[src/rtl/cam_req_queue_pkg.sv]
// Shared CAM types: key/value widths plus the request and response records
// that the request queue carries between the host and the CAM.
package cam_types;

  localparam int KEY_W = 16;
  localparam int VAL_W = 16;

  typedef logic [KEY_W-1:0] key_t;
  typedef logic [VAL_W-1:0] val_t;

  typedef struct packed {
    logic write;
    key_t key;
    val_t val;
  } cam_req_t;

  typedef struct packed {
    logic hit;
    val_t val;
  } cam_resp_t;

  // A miss always reports a zero value, whatever the CAM drives on its data bus.
  function automatic cam_resp_t make_resp(input logic hit, input val_t val);
    cam_resp_t r;
    r.hit = hit;
    r.val = hit ? val : '0;
    return r;
  endfunction

endpackage

[src/rtl/cam_req_queue_if.sv]
// Host-side request/response handshakes and CAM-side strobes of the request queue.
// The slave modport is the queue's view; master is the host/CAM environment.
interface cam_req_queue_if;
  import cam_types::*;

  logic req_valid_i;
  logic req_ready_o;
  logic req_write_i;
  key_t req_key_i;
  val_t req_val_i;

  logic resp_valid_o;
  logic resp_ready_i;
  logic resp_hit_o;
  val_t resp_val_o;

  logic cam_read_o;
  logic cam_write_o;
  key_t cam_key_o;
  val_t cam_val_o;
  logic cam_valid_i;
  val_t cam_val_i;

  modport slave (
    input  req_valid_i, req_write_i, req_key_i, req_val_i,
    input  resp_ready_i, cam_valid_i, cam_val_i,
    output req_ready_o, resp_valid_o, resp_hit_o, resp_val_o,
    output cam_read_o, cam_write_o, cam_key_o, cam_val_o
  );

  modport master (
    output req_valid_i, req_write_i, req_key_i, req_val_i,
    output resp_ready_i, cam_valid_i, cam_val_i,
    input  req_ready_o, resp_valid_o, resp_hit_o, resp_val_o,
    input  cam_read_o, cam_write_o, cam_key_o, cam_val_o
  );

endinterface

[src/rtl/cam_req_fifo.sv]
// DEPTH-entry request FIFO (DEPTH a power of two, >= 2). full/empty come
// from the registered count only, so a same-cycle pop never frees a push.
module cam_req_fifo
  import cam_types::*;
#(
  parameter int DEPTH = 4
) (
  input  logic     clk,
  input  logic     rst,
  input  logic     push,
  input  cam_req_t din,
  input  logic     pop,
  output cam_req_t head,
  output logic     full,
  output logic     empty
);

  localparam int PTR_W = $clog2(DEPTH);
  localparam int CNT_W = PTR_W + 1;

  logic [PTR_W-1:0] rd_ptr;
  logic [PTR_W-1:0] wr_ptr;
  logic [CNT_W-1:0] count;
  cam_req_t         mem [DEPTH];

  logic do_push;
  logic do_pop;

  assign full    = (count == CNT_W'(DEPTH));
  assign empty   = (count == '0);
  assign do_push = push & ~full;
  assign do_pop  = pop & ~empty;
  assign head    = mem[rd_ptr];

  // NOTE: sequential state uses <= so every register samples pre-edge values.
  always_ff @(posedge clk) begin
    if (rst) begin
      rd_ptr <= '0;
      wr_ptr <= '0;
      count  <= '0;
    end else begin
      if (do_push) wr_ptr <= wr_ptr + PTR_W'(1);
      if (do_pop)  rd_ptr <= rd_ptr + PTR_W'(1);
      count <= count + CNT_W'(do_push) - CNT_W'(do_pop);
    end
  end

  // NOTE: the storage array has no reset; an entry is only read after a push fills it.
  always_ff @(posedge clk) begin
    if (do_push) mem[wr_ptr] <= din;
  end

endmodule

[src/rtl/cam_req_queue.sv]
// CAM request front-end: buffers host requests, issues one CAM strobe per
// cycle in strict order, and holds read results in a one-entry response slot.
module cam_req_queue
  import cam_types::*;
#(
  parameter int DEPTH = 4
) (
  input logic             clk,
  input logic             rst,
  cam_req_queue_if.slave  bus
);

  cam_req_t  din;
  cam_req_t  head;
  logic      full;
  logic      empty;
  logic      issue;
  logic      slot_free;
  logic      cam_read;
  logic      cam_write;
  key_t      cam_key;
  val_t      cam_val;
  logic      resp_valid;
  cam_resp_t resp_q;

  assign din.write = bus.req_write_i;
  assign din.key   = bus.req_key_i;
  assign din.val   = bus.req_val_i;

  cam_req_fifo #(.DEPTH(DEPTH)) u_fifo (
    .clk   (clk),
    .rst   (rst),
    .push  (bus.req_valid_i),
    .din   (din),
    .pop   (issue),
    .head  (head),
    .full  (full),
    .empty (empty)
  );

  assign slot_free = ~resp_valid | bus.resp_ready_i;

  // Writes ignore the response slot; a read at the head waits for it.
  // NOTE: every always_comb output gets a default first so no latch is inferred.
  always_comb begin
    issue     = 1'b0;
    cam_read  = 1'b0;
    cam_write = 1'b0;
    cam_key   = '0;
    cam_val   = '0;
    if (!rst && !empty && (head.write || slot_free)) begin
      issue     = 1'b1;
      cam_read  = ~head.write;
      cam_write = head.write;
      cam_key   = head.key;
      cam_val   = head.val;
    end
  end

  // A new read result replaces a response being dequeued in the same cycle.
  always_ff @(posedge clk) begin
    if (rst) begin
      resp_valid <= 1'b0;
      resp_q     <= '0;
    end else if (cam_read) begin
      resp_valid <= 1'b1;
      resp_q     <= make_resp(bus.cam_valid_i, bus.cam_val_i);
    end else if (bus.resp_ready_i) begin
      resp_valid <= 1'b0;
    end
  end

  assign bus.req_ready_o  = ~full;
  assign bus.resp_valid_o = resp_valid;
  assign bus.resp_hit_o   = resp_q.hit;
  assign bus.resp_val_o   = resp_q.val;
  assign bus.cam_read_o   = cam_read;
  assign bus.cam_write_o  = cam_write;
  assign bus.cam_key_o    = cam_key;
  assign bus.cam_val_o    = cam_val;

endmodule

[src/flat_wrapper.sv]
// flat-port wrapper written by rule: the top's interface ports become plain ports
module cam_req_queue_flat import cam_types::*;
#(
  parameter int DEPTH = 4
)
  (clk, rst, bus_req_valid_i, bus_req_write_i, bus_req_key_i, bus_req_val_i, bus_resp_ready_i, bus_cam_valid_i, bus_cam_val_i, bus_req_ready_o, bus_resp_valid_o, bus_resp_hit_o, bus_resp_val_o, bus_cam_read_o, bus_cam_write_o, bus_cam_key_o, bus_cam_val_o);
  cam_req_queue_if bus_i ();
  input logic clk;
  input logic rst;
  input wire logic [$bits(bus_i.req_valid_i)-1:0] bus_req_valid_i;
  input wire logic [$bits(bus_i.req_write_i)-1:0] bus_req_write_i;
  input wire logic [$bits(bus_i.req_key_i)-1:0] bus_req_key_i;
  input wire logic [$bits(bus_i.req_val_i)-1:0] bus_req_val_i;
  input wire logic [$bits(bus_i.resp_ready_i)-1:0] bus_resp_ready_i;
  input wire logic [$bits(bus_i.cam_valid_i)-1:0] bus_cam_valid_i;
  input wire logic [$bits(bus_i.cam_val_i)-1:0] bus_cam_val_i;
  output wire logic [$bits(bus_i.req_ready_o)-1:0] bus_req_ready_o;
  output wire logic [$bits(bus_i.resp_valid_o)-1:0] bus_resp_valid_o;
  output wire logic [$bits(bus_i.resp_hit_o)-1:0] bus_resp_hit_o;
  output wire logic [$bits(bus_i.resp_val_o)-1:0] bus_resp_val_o;
  output wire logic [$bits(bus_i.cam_read_o)-1:0] bus_cam_read_o;
  output wire logic [$bits(bus_i.cam_write_o)-1:0] bus_cam_write_o;
  output wire logic [$bits(bus_i.cam_key_o)-1:0] bus_cam_key_o;
  output wire logic [$bits(bus_i.cam_val_o)-1:0] bus_cam_val_o;
  assign bus_i.req_valid_i = bus_req_valid_i;
  assign bus_i.req_write_i = bus_req_write_i;
  assign bus_i.req_key_i = bus_req_key_i;
  assign bus_i.req_val_i = bus_req_val_i;
  assign bus_i.resp_ready_i = bus_resp_ready_i;
  assign bus_i.cam_valid_i = bus_cam_valid_i;
  assign bus_i.cam_val_i = bus_cam_val_i;
  assign bus_req_ready_o = bus_i.req_ready_o;
  assign bus_resp_valid_o = bus_i.resp_valid_o;
  assign bus_resp_hit_o = bus_i.resp_hit_o;
  assign bus_resp_val_o = bus_i.resp_val_o;
  assign bus_cam_read_o = bus_i.cam_read_o;
  assign bus_cam_write_o = bus_i.cam_write_o;
  assign bus_cam_key_o = bus_i.cam_key_o;
  assign bus_cam_val_o = bus_i.cam_val_o;
  cam_req_queue #(.DEPTH(DEPTH)) u_core (.clk(clk), .rst(rst), .bus(bus_i));
endmodule
[config.mk]
export PLATFORM = sky130hd
export DESIGN_NAME = cam_req_queue_flat
export DESIGN_NICKNAME = d
export VERILOG_FILES = /design/src/rtl/cam_req_queue_pkg.sv /design/src/rtl/cam_req_queue_if.sv /design/src/rtl/cam_req_fifo.sv /design/src/rtl/cam_req_queue.sv /design/src/flat_wrapper.sv
export SDC_FILE = /design/constraint.sdc
export NUM_CORES = 1
export LEC_CHECK = 0
export ABC_AREA = 0
export BUFFER_PORTS_ARGS = -buffer_cell sky130_fd_sc_hd__buf_2
export CAP_MARGIN = 25
export CORE_MARGIN = 4
export CORE_UTILIZATION = 55
export CTS_CLUSTER_DIAMETER = 100
export DETAILED_ROUTE_END_ITERATION = 8
export PLACE_DENSITY = 0.78
export SLEW_MARGIN = 30
export SYNTH_ARGS = -nofsm -noshare
export SYNTH_HDL_FRONTEND = slang
export SYNTH_SLANG_ARGS = --single-unit
[constraint.sdc]
create_clock -name clk -period 3.4 [get_ports clk]
set_input_delay 0.68 -clock clk [delete_from_list [all_inputs] [get_ports clk]]
set_output_delay 0.68 -clock clk [all_outputs]
set_load 0.05 [all_outputs]
Word-level counts from Yosys, hierarchy flattened
Memories as Yosys holds them, arrays and structs flattened. A register that Yosys moved wholly into a read port is not among the register bits.
Index checks and enable logic that the tools add are counted.
- add/subtract/negate cells: 4
- $mul: 0
- divide/modulo/power cells: 0
- magnitude comparators: 0
- equality and inequality tests: 1
- shift operators: 0
- muxes and demuxes: 12
- bitwise gates (word level): 7
- reductions and logical operators: 7
- operators by type and width (kind ; count):
    $mux W16 ; 3
    $mux W1 ; 7
    $add A2 B1 Y2 const B ; 2
    $mux W2 ; 2
    $not A1 Y1 ; 4
    $add A3 B1 Y3 ; 1
    $eq A3 B3 Y1 const B ; 1
    $logic_not A3 Y1 ; 1
    $sub A3 B1 Y3 ; 1
    $and A1 B1 Y1 ; 2
    $logic_and A1 B1 Y1 ; 2
    $logic_not A1 Y1 ; 2
    $reduce_bool A2 Y1 ; 1
    $logic_or A1 B1 Y1 ; 1
    $or A1 B1 Y1 ; 1
- bits in registers: 25
- latch bits: 0
- bits in writable memories: 132
- bits in read-only memories: 0
- input bits: 54
- output and inout port bits: 53
- logic and storage cells: 38
- memories kept: 1
- memories (memory ; depth ; width ; rd ports ; clocked after Yosys merged registers in ; write ports ; line ; source):
    u_core.u_fifo.mem ; 4 ; 33 ; 1 ; 1 ; 1 ; cam_req_fifo.sv:24 ; cam_req_t mem [DEPTH];

Depth between registers and ports, before layout
Gate-level depths: netlist of the first run.
- depth in word-level cells: 8
- depth in mapped cells: 13
- depth with buffers taken out: 11

Cells and area by module
Synthesis of the first run repeated with hierarchy kept, for this count alone.
- cell total of the unflattened synthesis: 348
- area, all modules: 6339.8 um^2
- modules (own cells, without submodules) (module ; instances ; cells each ; area an instance (um^2) ; sequential area each (um^2)):
    cam_req_fifo ; 1 ; 224 ; 5286.3 ; 4144.0
    cam_req_queue ; 1 ; 124 ; 1053.5 ; 360.3

Worst setup path after synthesis of the first run
OpenSTA, ideal clock, no wires.
- path kind: reg-to-reg
- start: register (tool-made name)
- end: register u_core.u_fifo.count[2]
- library setup time: 0.078 ns
- arrival time: 2.746 ns
- required time: 3.322 ns
- slack: 0.576 ns
- stages on the path, launching flop included: 14
- path buffers: 2
- clock period less this slack: 2.824 ns
- cell sequence: dfxtp_1 buf_6 mux4_2 o211ai_2 buf_2 inv_1 ha_1 inv_1 ha_1 inv_1 fa_1 xor2_1 and2_1 nor3_1
- RTL lines (item ; line ; source):
    end signal, assigned ; cam_req_fifo.sv:44 ; count <= count + CNT_W'(do_push) - CNT_W'(do_pop);
    end, declared ; cam_req_fifo.sv:23 ; logic [CNT_W-1:0] count;

==> flow_metrics.env, run 1 <==
export IMPL_dp_hpwl_um=6830
export IMPL_rsz0062_at_grt="false"
export IMPL_final_util=0.676
export IMPL_cp_max_fo=24
export IMPL_maxCapViolCount=0
export IMPL_worstMarginPinSlew_ns=0.895
export IMPL_clk_path_buf_depth=2
export IMPL_grt_pass1_wl_um=17600
export IMPL_max_freq_ghz=0.333
export IMPL_ys_warn_count=0
export IMPL_ys_top_cells_by_area="edfxtp_1, mux4_2, dfxtp_1, nor2b_1, o311ai_0"
export IMPL_routed_wl_um=11200
export IMPL_setup_tns_final_ns=0
export IMPL_synth_edff_count=132
export IMPL_grt_max_degree=34
export IMPL_grt_overflow=0
export IMPL_ant_nets=0
export IMPL_endpoint_kind="primary output"
export IMPL_finalCritPeriodShare=0.883
export IMPL_status="completed"
export IMPL_synth_largest_area_cell="edfxtp_1"
export IMPL_setup_violations_final=0
export IMPL_wl_per_cell_um=18.5
export IMPL_die_h_um=114
export IMPL_globalplace_congestion=0.837
export IMPL_antenna_found_initial=1
export IMPL_ir_drop_uv=588
export IMPL_viasPerCell=5.60
export IMPL_slew_violations=0
export IMPL_start_util=0.567
export IMPL_syn_area_per_cell_um2=17.9
export IMPL_drc=0
export IMPL_fp_dieW_um=114
export IMPL_netlist_area_um2=6200
export IMPL_post_cts_buffers=0
export IMPL_final_common_cell="edfxtp_1"
export IMPL_postSynthCellCount=347
export IMPL_clk_latency_ns=0.41
export IMPL_die_area_um2=13000
export IMPL_hp_class="register to register"
export IMPL_relSlewSlack=0.403
export IMPL_fin_worst_skew_ns=0.00811
export IMPL_cts_buffers=17
export IMPL_syn_nets=408
export IMPL_final_cell_mix="edfxtp_1, buf_2, mux4_2, nor2b_1, dfxtp_1"
export IMPL_ys_seq_elements=159
export IMPL_cts_tree="done"
export IMPL_firstDrtPassIters=4
export IMPL_num_vias=3391
export IMPL_p_leak_nw=2.72
export IMPL_portBuffers=106
export IMPL_cts_clk_slew_worst_paths_ns=0.05
export IMPL_synth_cell_types=30
export IMPL_grt_pass1_vias=3423
export IMPL_p_per_area_nw_per_um2=833
export IMPL_crit_arrival_ns=2.32
export IMPL_grt_usage=0.180
export IMPL_syn2layout_area_growth_pct=19.3
export IMPL_seq_area_frac_synth=0.727
export IMPL_drive_above_1_share=0.383
export IMPL_hold_buffers=0
export IMPL_core_um2=10900
export IMPL_io_pins=107
export IMPL_root_buffer="clkbuf_16"
export IMPL_cts_max_level=4
export IMPL_synthArstFlopShare=0
export IMPL_fin_crit_ns=3.00
export IMPL_cts_sinks=159
export IMPL_hold_violations=0
export IMPL_crit_path_start_kind="register"
export IMPL_yosys_area_top_type_share=0.640
export IMPL_fillerInstances=743
export IMPL_diodes=0
export IMPL_critPathKind="register to primary output"
export IMPL_num_rows=38
export IMPL_nNetsFinal=515
export IMPL_cp_required_ns=2.72
export IMPL_drt_iter0_markers=356
export IMPL_synth_ff_type="edfxtp_1"
export IMPL_cts_resized=0
final timing paths:
path | from | endpoint | slack, ns | cells past startpoint
setup / recovery | u_core.u_fifo.mem[3][32]$_DFFE_PP_ | bus_cam_key_o[11] | 0.40 | 5
hold / removal | u_core.u_fifo.rd_ptr[1]$_SDFFE_PP0P_ | register | 0.45 | 1
setup reg to reg | u_core.u_fifo.mem[3][32]$_DFFE_PP_ | u_core.u_fifo.count[2]$_SDFF_PP0_ | 0.70 | 11
hold reg to reg | u_core.u_fifo.rd_ptr[1]$_SDFFE_PP0P_ | register | 0.45 | 1
worst max-delay path, stage by stage (launching register included):
cell and delay (ns):
edfxtp_1 0.36, mux4_2 0.67, o211ai_4 0.25, buf_4 0.31, nor2b_1 0.09, buf_2 0.22
Yosys cell counts (3+ instances only):
cell / number
inv_1: 8
nor2b_1: 34
o21ai_0: 8
o311ai_0: 17
edfxtp_1: 132
nand2_1: 19
dfxtp_1: 27
ha_1: 6
clkbuf_1: 17
mux4_2: 33
and3_1: 5
buf_2: 5
mux2i_1: 3
a21oi_1: 3
o21ai_1: 9
kinds of logic (layout without fill, tap and decap cells):
logic type | after synthesis | after routing | synth area share
adder cells (fa/ha/maj) | 7 | 7 | 0.0153
multiplexers | 36 | 36 | 0.125
XOR/XNOR | 1 | 1 | 0.00141
AO/OA/AOI/OAI | 41 | 41 | 0.0460
flip-flops | 159 | 159 | 0.727
AND/OR/NAND/NOR | 70 | 70 | 0.0620
buffers and inverters | 33 | 151 | 0.0234
flip-flops by register name, summed over array words and instances (netlist names), named ones only:
signal	flops
u_core.u_fifo.mem	132
u_core.u_fifo.count	3
u_core.bus.resp_hit_o	1
u_core.bus.resp_valid_o	1
u_core.u_fifo.rd_ptr	2
u_core.u_fifo.wr_ptr	2
u_core.bus.resp_val_o	16
layer usage:
layer / global-route usage / vias up / wire [µm]
met4: 0.0475 / 2 / 139
met3: 0.0714 / 15 / 744
met5: 0 / - / 7
li1: - / 1575 / -
met2: 0.302 / 114 / 5730
met1: 0.221 / 1685 / 4580
area by class of cell:
| cell class | count | area (µm²) | share of cell area |
|---|---|---|---|
| sequential | 159 | 4510 | 0.609 |
| multi-input combinational | 155 | 1560 | 0.211 |
| timing repair buffer | 113 | 583 | 0.0788 |
| clock buffer | 22 | 444 | 0.0601 |
| tap | 140 | 175 | 0.0237 |
| clock inverter | 8 | 92.6 | 0.0125 |
| inverter | 8 | 30.0 | 0.00406 |
power by group:
| group | switching (mW) | internal (mW) |
|---|---|---|
| sequential | 0.0846 | 2.37 |
| combinational | 1.29 | 0.680 |
| clock | 0.675 | 1.06 |
| total | 2.05 | 4.12 |
metrics by stage:
stage	total power [mW]	worst slack [ns]	hold slack, ns	instance area [µm²]	std cells
6_report	6.16	0.398	0.449	7390	605
5_1_grt	6.45	0.255	0.452	7390	605
4_1_cts	6.22	0.385	0.448	7390	605
3_5_place_dp	4.49	0.720	0.440	6860	575
3_3_place_gp	4.46	0.777	0.444	6860	575
2_1_floorplan	4.04	0.576	0.427	6200	347
Power figures use the tool's default switching activity.
==> inputs of run 2 (changes only) <==
PLACE_DENSITY = 0.83   (was 0.78)
==> flow_metrics.env, run 2 (synthesis gave the netlist of run 1 again) <==
export IMPL_status="completed"
export IMPL_grt_usage=0.204
export IMPL_die_h_um=114
export IMPL_maxCapViolCount=0
export IMPL_routed_wl_um=12500
export IMPL_syn2layout_area_growth_pct=20.2
export IMPL_worstMarginPinSlew_ns=0.932
export IMPL_final_cell_mix="edfxtp_1, buf_2, mux4_2, nor2b_1, dfxtp_1"
export IMPL_grt_pass1_wl_um=19500
export IMPL_firstDrtPassIters=5
export IMPL_io_pins=107
export IMPL_endpoint_kind="primary output"
export IMPL_setup_violations_final=0
export IMPL_crit_arrival_ns=2.63
export IMPL_r2r_cells=11
export IMPL_p_leak_nw=2.74
export IMPL_ant_nets=0
export IMPL_max_freq_ghz=0.302
export IMPL_cts_clk_slew_worst_paths_ns=0.06
export IMPL_cts_buffers=17
export IMPL_antenna_found_initial=0
export IMPL_cts_tree="done"
export IMPL_grt_overflow=0
export IMPL_grt_max_degree=34
export IMPL_largest_register="u_core.u_fifo.mem"
export IMPL_fp_dieW_um=114
export IMPL_grt_pass1_vias=3619
export IMPL_num_rows=38
export IMPL_setup_tns_final_ns=0
export IMPL_cts_sinks=159
export IMPL_start_util=0.567
export IMPL_root_buffer="clkbuf_16"
export IMPL_slew_violations=0
export IMPL_crit_path_start_kind="register"
export IMPL_viasPerCell=5.73
export IMPL_ir_drop_uv=620
export IMPL_fin_crit_ns=3.31
export IMPL_drt_iter0_markers=386
export IMPL_cp_max_fo=22
export IMPL_critPathKind="register to primary output"
export IMPL_holdPathStages=1
export IMPL_clk_latency_ns=0.41
export IMPL_largest_reg_flops=132
export IMPL_portBuffers=106
export IMPL_diodes=0
export IMPL_layout_setup_ws_ns=0.0902
export IMPL_relSlewSlack=0.379
export IMPL_num_vias=3457
export IMPL_finalCritPeriodShare=0.973
export IMPL_drc=0
export IMPL_hold_violations=0
export IMPL_fin_worst_skew_ns=0.00401
export IMPL_cp_required_ns=2.72
export IMPL_cts_max_level=4
export IMPL_clk_path_buf_depth=2
export IMPL_die_area_um2=13000
export IMPL_hp_class="register to register"
export IMPL_wl_per_cell_um=20.8
export IMPL_drive_above_1_share=0.391
export IMPL_post_cts_buffers=0
export IMPL_hold_buffers=0
export IMPL_rsz0062_at_grt="false"
export IMPL_dp_hpwl_um=7400
export IMPL_post_place_ws_ns=0.366
export IMPL_p_per_area_nw_per_um2=856
export IMPL_globalplace_congestion=0.887
export IMPL_final_common_cell="edfxtp_1"
export IMPL_core_um2=10900
export IMPL_nNetsFinal=513
==> run 2: what timing repair did <==
action / 4_1_cts / 5_1_grt
hold endpoints to repair: 0 / 0
setup endpoints to repair: 0 / 24
gates resized for setup: 0 / 1
==> run 2: per-stage QoR <==
stage | total power [mW] | hold slack (ns) | std cells | utilization | instance area, µm²
after CTS | 6.44 | 0.452 | 603 | 0.680 | 7440
after global placement | 4.44 | 0.436 | 573 | 0.626 | 6840
final | 6.38 | 0.456 | 603 | 0.681 | 7450
after detailed placement | 4.50 | 0.444 | 573 | 0.626 | 6840
after floorplan | 4.04 | 0.427 | 347 | - | 6200
after global routing | 6.66 | 0.459 | 603 | 0.681 | 7450
==> run 2: final cells by class <==
cell class | instances | area, µm²
repair buffers | 111 | 572
clock buffers | 18 | 429
well taps | 140 | 175
clock inverters | 12 | 170
inverters | 8 | 30.0
multi-input cells | 155 | 1560
fillers | 723 | 3490
flip-flops and latches | 159 | 4510
==> run 2: worst paths after layout <==
kind,from,end,slack [ns]
max reg2reg,u_core.u_fifo.mem[3][32]$_DFFE_PP_,u_core.u_fifo.count[2]$_SDFF_PP0_,0.37
min reg2reg,u_core.u_fifo.rd_ptr[1]$_SDFFE_PP0P_,register,0.46
max,u_core.u_fifo.mem[3][32]$_DFFE_PP_,bus_cam_read_o,0.09
min,u_core.u_fifo.rd_ptr[1]$_SDFFE_PP0P_,register,0.46
==> run 2: per-layer routing <==
metal	global-route usage	routed length, µm
met1	0.240	4720
met2	0.352	6680
met3	0.0629	879
met4	0.0784	246
met5	0	0
==> run 2: critical path, cell delays in order, from the launching register on <==
cell,delay (ns)
edfxtp_1,0.40
mux4_2,0.68
or4_1,0.76
inv_1,0.11
buf_2,0.26
==> run 2: power by group <==
part	switching (mW)	internal, mW	leakage [nW]
registers	0.0947	2.37	1.43
logic	1.32	0.676	1.03
clock network	0.700	1.21	0.281
